==> src/rtl/timer_prescaler_mc.sv <==
// rtl/timer_prescaler_mc.sv - multi-channel double-buffered prescaler emitting one-cycle ticks
// Optional cnt_o readback port is built when PRESCALER_CNT_OUT_EN is defined.
module timer_prescaler_mc #(
  parameter int NUM_CH = 4,
  parameter int PSC_W  = 16
) (
  input  logic                    clk,
  input  logic                    aresetn_i,
  input  logic [NUM_CH-1:0]       cce_i,
  input  logic [NUM_CH-1:0]       mode_i,
  input  logic [NUM_CH-1:0]       event_i,
  input  logic [NUM_CH-1:0]       ug_i,
  input  logic [NUM_CH*PSC_W-1:0] psc_i,
  output logic [NUM_CH-1:0]       tick_o
`ifdef PRESCALER_CNT_OUT_EN
  ,
  output logic [NUM_CH*PSC_W-1:0] cnt_o
`endif
);

  for (genvar n = 0; n < NUM_CH; n++) begin : g_ch
    logic [PSC_W-1:0] cnt;
    logic [PSC_W-1:0] psc_sh;
    logic [PSC_W-1:0] psc_new;
    logic             tick;
    logic             cnt_ev;
    logic             wrap;

    assign psc_new = psc_i[n*PSC_W +: PSC_W];
    assign cnt_ev  = cce_i[n] & (mode_i[n] ? event_i[n] : 1'b1);
    // cnt never passes psc_sh, so the compare alone bounds the counter
    assign wrap    = cnt_ev & (cnt == psc_sh);

    always_ff @(posedge clk or negedge aresetn_i) begin
      if (!aresetn_i) begin
        cnt    <= '0;
        psc_sh <= '0;
        tick   <= 1'b0;
      end else if (!cce_i[n] || ug_i[n]) begin
        // disabled or forced update: shadow follows preload, any pending wrap is dropped
        cnt    <= '0;
        psc_sh <= psc_new;
        tick   <= 1'b0;
      end else if (wrap) begin
        cnt    <= '0;
        psc_sh <= psc_new;
        tick   <= 1'b1;
      end else begin
        if (cnt_ev) cnt <= cnt + PSC_W'(1);
        tick <= 1'b0;
      end
    end

    assign tick_o[n] = tick;
`ifdef PRESCALER_CNT_OUT_EN
    assign cnt_o[n*PSC_W +: PSC_W] = cnt;
`endif
  end

endmodule

==> config.mk <==
export PLATFORM = sky130hd
export DESIGN_NAME = timer_prescaler_mc
export DESIGN_NICKNAME = d
export VERILOG_FILES = /design/src/rtl/timer_prescaler_mc.sv
export SDC_FILE = /design/constraint.sdc
export NUM_CORES = 1
export LEC_CHECK = 0
export BUFFER_PORTS_ARGS = -buffer_cell sky130_fd_sc_hd__buf_2
export CAP_MARGIN = 20
export CORE_UTILIZATION = 60
export CTS_CLUSTER_DIAMETER = 120
export DETAILED_ROUTE_END_ITERATION = 10
export PLACE_DENSITY_LB_ADDON = 0.3
export REMOVE_ABC_BUFFERS = 1
export SYNTH_ARGS = -nofsm -noshare
export SYNTH_HDL_FRONTEND = slang
export SYNTH_SLANG_ARGS = --single-unit
export TNS_END_PERCENT = 5
==> constraint.sdc <==
create_clock -name clk -period 4.5 [get_ports clk]
set_clock_uncertainty 0.1 [all_clocks]
set_input_delay 0.45 -clock clk [delete_from_list [all_inputs] [get_ports clk]]
set_output_delay 0.45 -clock clk [all_outputs]
set_load 0.05 [all_outputs]
# [Yosys cells after proc, flatten, opt, wreduce, memory -nomap -nowiden]
# Cells that the tools add are included.
# Widths: inputs -> output; s select.
[totals] reg_bits=132 in_bits=82 out_inout_bits=4 elab_cells=76
[classes] addsub=4 eq_ne=4 muxes=32 n_bitwise=8 reduce_logical=16
[op_table] op="$mux 16" count=20
[op_table] op="$add 16x1->16 const B" count=4
[op_table] op="$eq 16x16->1" count=4
[op_table] op="$mux 1" count=12
[op_table] op="$reduce_bool 3->1" count=4
[op_table] op="$and 1x1->1" count=8
[op_table] op="$reduce_bool 2->1" count=4
[op_table] op="$logic_not 1->1" count=4
[op_table] op="$logic_or 1x1->1" count=4

# [Longest topological paths before layout]
# Gate-level depths: netlist of the first run.
[logic_depth] depth_word=5 mapped_depth=7 depth_no_buf=6

# [Worst setup path after synthesis of the first run]
# Ideal clock, no wire load.
[synth_path] path_kind="input -> register" startpoint="input event_i[0]" endpoint="register g_ch[0].psc_sh[0]" setup_ns=0.125 arrival_time_ns=1.514 t_required_ns=4.275 slack_ns=2.762 stages=7 n_path_buf=2 path_cell_list="nand2b_1 buf_2 nand3_1 nor2_1 a21oi_2 buf_6 mux2_2"
[synth_between] elab_chain_cells=4
[synth_lines] element="start: declaration" line_no="11" text="input logic [NUM_CH-1:0] event_i,"
[synth_lines] element="$mux 1" line_no="30" text="assign cnt_ev = cce_i[n] & (mode_i[n] ? event_i[n] : 1'b1);"
[synth_lines] element="$and 1x1->1" line_no="30"
[synth_lines] element="$and 1x1->1" line_no="32" text="assign wrap = cnt_ev & (cnt == psc_sh);"
[synth_lines] element="$reduce_bool 2->1 (no line)"
[synth_lines] element="end signal: assignment" line_no="42" text="psc_sh <= psc_new;"
[synth_lines] element="end signal: assignment" line_no="46" text="psc_sh <= psc_new;"
[synth_lines] element="end: declaration" line_no="23" text="logic [PSC_W-1:0] psc_sh;"
# Every way passes these cells.
# A chain may end at the register's enable or synchronous reset.

# [Worst setup path in the final report of the first run]
[layout_path] startpoint="register g_ch[2].cnt[6]" endpoint="register g_ch[2].psc_sh[2]"
[layout_between] elab_chain_cells=3
[layout_lines] element="start: declaration" line_no="22" text="logic [PSC_W-1:0] cnt;"
[layout_lines] element="start signal: assignment" line_no="49" text="if (cnt_ev) cnt <= cnt + PSC_W'(1);"
[layout_lines] element="$eq 16x16->1" line_no="32"
[layout_lines] element="$and 1x1->1" line_no="32"
[layout_lines] element="$reduce_bool 2->1 (no line)"
[layout_lines] element="end signal: assignment" line_no="42"
[layout_lines] element="end signal: assignment" line_no="46"
[layout_lines] element="end: declaration" line_no="23"
# Every way passes these cells.

==> results.toml, run 1 <==
[status]
outcome = "completed"

[clock_tree]
clk_latency_ns = 0.53
cts_sinks = 132
h-tree-depth = 4
clockBufferDepth = 2
tritoncts = "done"
clk_pin_slew_ns = 0.06
cts-root-buf = "clkbuf_8"
numCtsBuffers = 17
cts.repair.resized = 0

[yosys]
ys_async_sr_fraction = 1.00
ys_warn_count = 0
ys_ff_latch = 132
syn_area_um2 = 6680
synth_edf_count = 0
postSynthCellCount = 581
synth_ff_type = "dfrtp_1"
synth_cell_types = 31
ys_seq_area_frac = 0.495
postSynthAreaPerCell_um2 = 11.5
synth_area_leaders = "dfrtp_1, xnor2_1, mux2_2"
synth_top_area_frac = 0.495
synth_area_leader_cell = "dfrtp_1"

[worst_setup_path]
rrSetupSlack_ns = 2.20
endpoint = "g_ch[2].psc_sh[2]"
cp_cell_sequence = "xnor2_1, nand4_1, nor2_1, a21oi_2, buf_4, mux2_2"
cp.required_ns = 4.82
cpPeakStageDelay_ns = 0.60
cp_max_fo = 16
timing.rr.start = "g_ch[2].cnt[6]"
crit_slowest_cell = "a21oi_2"
arrival_ns = 2.62
start_kind = "flop"
worstReg2RegEnd = "g_ch[2].psc_sh[2]"
cp-startpoint = "g_ch[2].cnt[6]"
critPathKind = "reg2reg"
reg2reg_depth = 6
end_kind = "flop"

[sta]
finalMaxSlewViolations = 0
hold_violations = 0
fmax_ghz = 0.434
setup_violations = 0
fin_crit_sh = 0.512
finalCriticalPeriod_ns = 2.30
final.setup.tns_ns = 0
worst_pin_slew_ns = 0.832
relSlewSlack = 0.445
rsz0062_at_grt = "no"

[die]
row_count = 38
ioPinCount = 86
fp.dieW_um = 107
start_util = 0.616
dieArea_um2 = 11600
coreArea_um2 = 10800
die-height_um = 107

[place]
numPortBuffers = 85
placed_cell_area_um2 = 7180
dpl.hpwl_um = 8920
gp_congestion = 0.892
placed_cells = 792

[final_layout]
finalInstanceArea_um2 = 7730
area_delta_synth_final_pct = 15.8
final_nets = 758
drive_gt1_frac = 0.281
insertedDiodeCount = 0
fin_cells = 824

[global_routing]
grt_use_total = 0.240
grt_pass1_wl_um = 20900
overflow = 0
antenna_found_initial = 0
grt_max_degree = 69
grt_pass1_vias = 4532

[power]
p_leak_nw = 3.30
powerDensity_nw_per_um2 = 359
peakVddDrop_v = 0.000311

[detailed_routing]
ant_nets = 0
vias = 4540
drt-total-wl_um = 12700
avgViaCountPerCell = 5.51
dr.pass1.iters = 4
drc_errors = 0
wl_per_cell_um = 15.5
drt_iter0_markers = 173

[worst_hold_path]
min_path_type = "in2reg"

[job]
cap_violations = 0
## cells by family after synthesis
logic type               Yosys count  synth area share
flip-flops                       132             0.495
XOR/XNOR                         120             0.157
AO/OA/AOI/OAI                     16            0.0216
multiplexers                      64             0.108
adder cells (fa/ha/maj)            4           0.00750
buffers and inverters             24            0.0244
AND/OR/NAND/NOR                  221             0.186
## power by group
part           switching [mW]  internal, mW  leakage [nW]
logic                  0.0968         0.119          1.34
registers              0.0419          1.24          1.69
clock network           0.479         0.801         0.272
total                   0.618          2.16          3.30
## cell usage after synthesis, types with 6 or more instances
| master | instances |
|---|---|
| nand2_1 | 33 |
| nand2b_1 | 9 |
| and3_1 | 6 |
| nor2b_1 | 13 |
| nor3_1 | 19 |
| buf_6 | 6 |
| xor2_1 | 22 |
| dfrtp_1 | 132 |
| nand4_1 | 27 |
| nand3_1 | 26 |
| nor2_1 | 23 |
| xnor2_1 | 98 |
| buf_4 | 6 |
| and2_1 | 50 |
| mux2_2 | 63 |
## per-layer routing
metal  share of wire  GRT usage  routed length [µm]
met3           0.042     0.0660                 531
met2            0.50      0.397                6360
met5               0          0                   0
met4           0.021      0.114                 269
met1            0.44      0.291                5580
## final cells by class
| type | instances | area, µm² |
|---|---|---|
| Timing Repair Buffer | 92 | 483 |
| Multi-Input combinational cell | 425 | 3210 |
| Fill cell | 770 | 3110 |
| Tap cell | 140 | 175 |
| Sequential cell | 132 | 3300 |
| Inverter | 4 | 15.0 |
| Clock buffer | 27 | 502 |
| Clock inverter | 4 | 45.0 |
## stage by stage
stage	worst slack (ns)	total power, mW	utilization	hold WS [ns]
after floorplan	2.34	1.42	-	0.0544
after global placement	2.16	1.51	0.662	0.404
after detailed placement	2.05	1.52	0.662	0.405
after CTS	2.19	2.80	0.713	0.0187
after global routing	2.05	2.88	0.713	0.0221
final	2.20	2.78	0.713	0.0431
## state kept, by name, summed over array words and instances (netlist names)
name and flops:
g_ch.tick 4, g_ch.psc_sh 64, g_ch.cnt 64
## worst min path at each step
| stage | start | to | slack (ns) | cells after the start |
|---|---|---|---|---|
| after global placement | g_ch[2].psc_sh[10] | g_ch[2].psc_sh[10] | 0.40 | 1 |
| after global routing | psc_i[49] | g_ch[3].psc_sh[1] | 0.02 | 2 |
| after CTS | psc_i[42] | g_ch[2].psc_sh[10] | 0.02 | 2 |
| after detailed placement | g_ch[2].psc_sh[10] | g_ch[2].psc_sh[10] | 0.41 | 1 |
| final | psc_i[42] | g_ch[2].psc_sh[10] | 0.04 | 2 |
| after floorplan | aresetn_i | g_ch[0].cnt[0] | 0.05 | 0 |
## repair_timing
| action | CTS | global route |
|---|---|---|
| buffers inserted | 0 | 0 |
| endpoints found under the setup margin | 0 | 0 |
| hold buffers | 1 | 0 |
| hold endpoints to repair | 66 | 0 |
## placed cells by master, fill, tap and decap left out
master	n
bufinv_16	1
nand4bb_1	1
a32o_1	4
buf_4	7
and4_1	4
a22o_1	4
o211ai_1	1
nor3_1	19
clkbuf_1	5
xor2_1	22
nor2b_1	13
nand2_1	33
nor3b_2	1
nand4_1	27
and2_1	50
a21oi_2	4
xnor2_1	98
clkbuf_8	6
inv_1	4
mux2_1	1
nand3_1	26
o2111ai_1	3
clkbuf_16	16
nor2_1	23
dfrtp_1	132
clkinv_2	3
nor3b_1	2
and3_1	6
nand2b_1	9
dlygate4sd3_1	1
nor3_2	4
ha_1	4
buf_2	84
mux2_2	63
and4bb_2	3
## critical path: cells and delay by family (launching register included)
family	cells	cell delay [ns]
compound gates	1	0.60
flops	1	0.45
mux	1	0.36
buf+inv	1	0.33
simple gates	2	0.18
xor+xnor	1	0.17
Note: power is estimated with default switching activity, not from simulation.
==> run 2: changes to the inputs <==
CORE_UTILIZATION = 58   (was 60)
clock period = 2.3 ns   (was 4.5 ns; I/O delays follow)
==> results.toml, run 2 (synthesis gave the netlist of run 1 again) <==
[status]
outcome = "completed"

[power]
powerDensity_nw_per_um2 = 643
p_leak_nw = 3.73
peakVddDrop_v = 0.000710
finalPower_mw = 5.56

[worst_setup_path]
cp.required_ns = 2.50
cp_max_fo = 16
critical_path_depth = 6
crit_buf_inv = 1
cp_cell_sequence = "xnor2_1, nand4_1, nor3_2, a21oi_4, buf_4, mux2_2"
reg2reg_depth = 6
end_kind = "flop"
crit_slowest_cell = "dfrtp_1"
arrival_ns = 2.32
cpPeakStageDelay_ns = 0.43
start_kind = "flop"
critPathKind = "reg2reg"
path_delay_family = "flip-flops"

[clock_tree]
numCtsBuffers = 17
h-tree-depth = 4
cts_sinks = 132
cts-root-buf = "clkbuf_16"
tritoncts = "done"
clk_latency_ns = 0.42
clockBufferDepth = 2
postCtsSetupRepairBufs = 0
clk_pin_slew_ns = 0.05

[detailed_routing]
wl_per_cell_um = 15.6
drt_iter0_markers = 272
dr.pass1.iters = 5
ant_nets = 0
vias = 4925
drt-total-wl_um = 14300
drc_errors = 0
avgViaCountPerCell = 5.38

[global_routing]
grt_pass1_vias = 5093
overflow = 0
busiest_layer = "met2"
met3_usage = 0.0753
met2_usage = 0.444
antenna_found_initial = 0
use_met1 = 0.303
grt_use_total = 0.259
grt_pass1_wl_um = 23300
grt_max_degree = 50

[sta]
finalCriticalPeriod_ns = 2.13
hold_violations = 0
whs_ns = 0.0988
setup_violations = 0
fin_crit_sh = 0.924
fmax_ghz = 0.470
finalMaxSlewViolations = 0
relSlewSlack = 0.521
worst_pin_slew_ns = 0.716
rsz0062_at_grt = "no"

[final_layout]
finalInstanceArea_um2 = 8650
layout_common_cells = "dfrtp_1, xnor2_1, buf_2"
area_delta_synth_final_pct = 29.5
final_common_cell = "dfrtp_1"
insertedDiodeCount = 0
drive_gt1_frac = 0.284
fin_cells = 916
post-route-util = 0.784
top_regs = "g_ch.cnt (64), g_ch.psc_sh (64), g_ch.tick (4)"
final_nets = 851

[job]
cap_violations = 0

[place]
placed_cells = 821
gp_congestion = 0.884
placed_cell_area_um2 = 7430
numPortBuffers = 85
dpl.hpwl_um = 9370

[die]
die-height_um = 109
ioPinCount = 86
dieArea_um2 = 11900
coreArea_um2 = 11000
row_count = 38
start_util = 0.605
fp.dieW_um = 109

[worst_hold_path]
min_path_type = "in2reg"
holdPathStages = 5
-- run 2: cell count changes in the layout (fill, tap and decap cells not counted), sizes merged --
cell / delta
dlygate4sd3: +64
clkinvlp: +1
buf: +29
clkinv: -1
clkbuf: -1
-- run 2: area by class of cell --
| cell class | count | area [µm²] |
|---|---|---|
| sequential | 132 | 3300 |
| clock buffer | 26 | 499 |
| fill | 678 | 2380 |
| timing repair buffer | 185 | 1370 |
| inverter | 4 | 15.0 |
| clock inverter | 4 | 47.5 |
| tap | 140 | 175 |
| multi-input combinational | 425 | 3230 |
-- run 2: per-layer routing --
| layer | wire [µm] | share of wire |
|---|---|---|
| met1 | 6140 | 0.43 |
| met2 | 7170 | 0.50 |
| met3 | 612 | 0.043 |
| met4 | 331 | 0.023 |
| met5 | 0 | 0 |
-- run 2: power by group --
part | internal (mW) | total, mW | leakage (nW) | switching, mW
clock | 1.58 | 2.51 | 0.266 | 0.926
sequential | 2.43 | 2.51 | 1.69 | 0.0800
combinational | 0.322 | 0.541 | 1.77 | 0.220
-- run 2: timing repair --
item                                    in CTS  in global routing
hold buffers                                65                  0
endpoints found under the hold margin       93                  0
endpoints found under the setup margin      26                  8
resized for setup                            2                  1
pin swaps                                    0                  0
-- run 2: worst min-delay path, cell delays in order --
cell and delay (ns):
buf_2 0.11, nand3_1 0.06, nor2_1 0.08, nand2_1 0.06
nor3_1 0.04
-- run 2: metrics by stage --
| stage | setup slack, ns | TNS, ns |
|---|---|---|
| 6_report | 0.174 | 0 |
| 5_1_grt | 0.0472 | 0 |
| 4_1_cts | 0.0455 | 0 |
| 3_5_place_dp | -0.0458 | -0.413 |
| 3_3_place_gp | 0.00205 | 0 |
| 2_1_floorplan | 0.268 | 0 |
-- run 2: worst paths after layout --
check,to,slack (ns),start
setup / recovery,g_ch[3].psc_sh[5],0.17,g_ch[3].cnt[8]
hold / removal,g_ch[0].tick,0.1,cce_i[0]
setup reg to reg,g_ch[3].psc_sh[5],0.17,g_ch[3].cnt[8]
hold reg to reg,g_ch[2].psc_sh[10],0.42,g_ch[2].psc_sh[10]
max in group asynchronous,g_ch[2].cnt[7],1.22,aresetn_i
min in group asynchronous,g_ch[0].psc_sh[10],0.21,aresetn_i
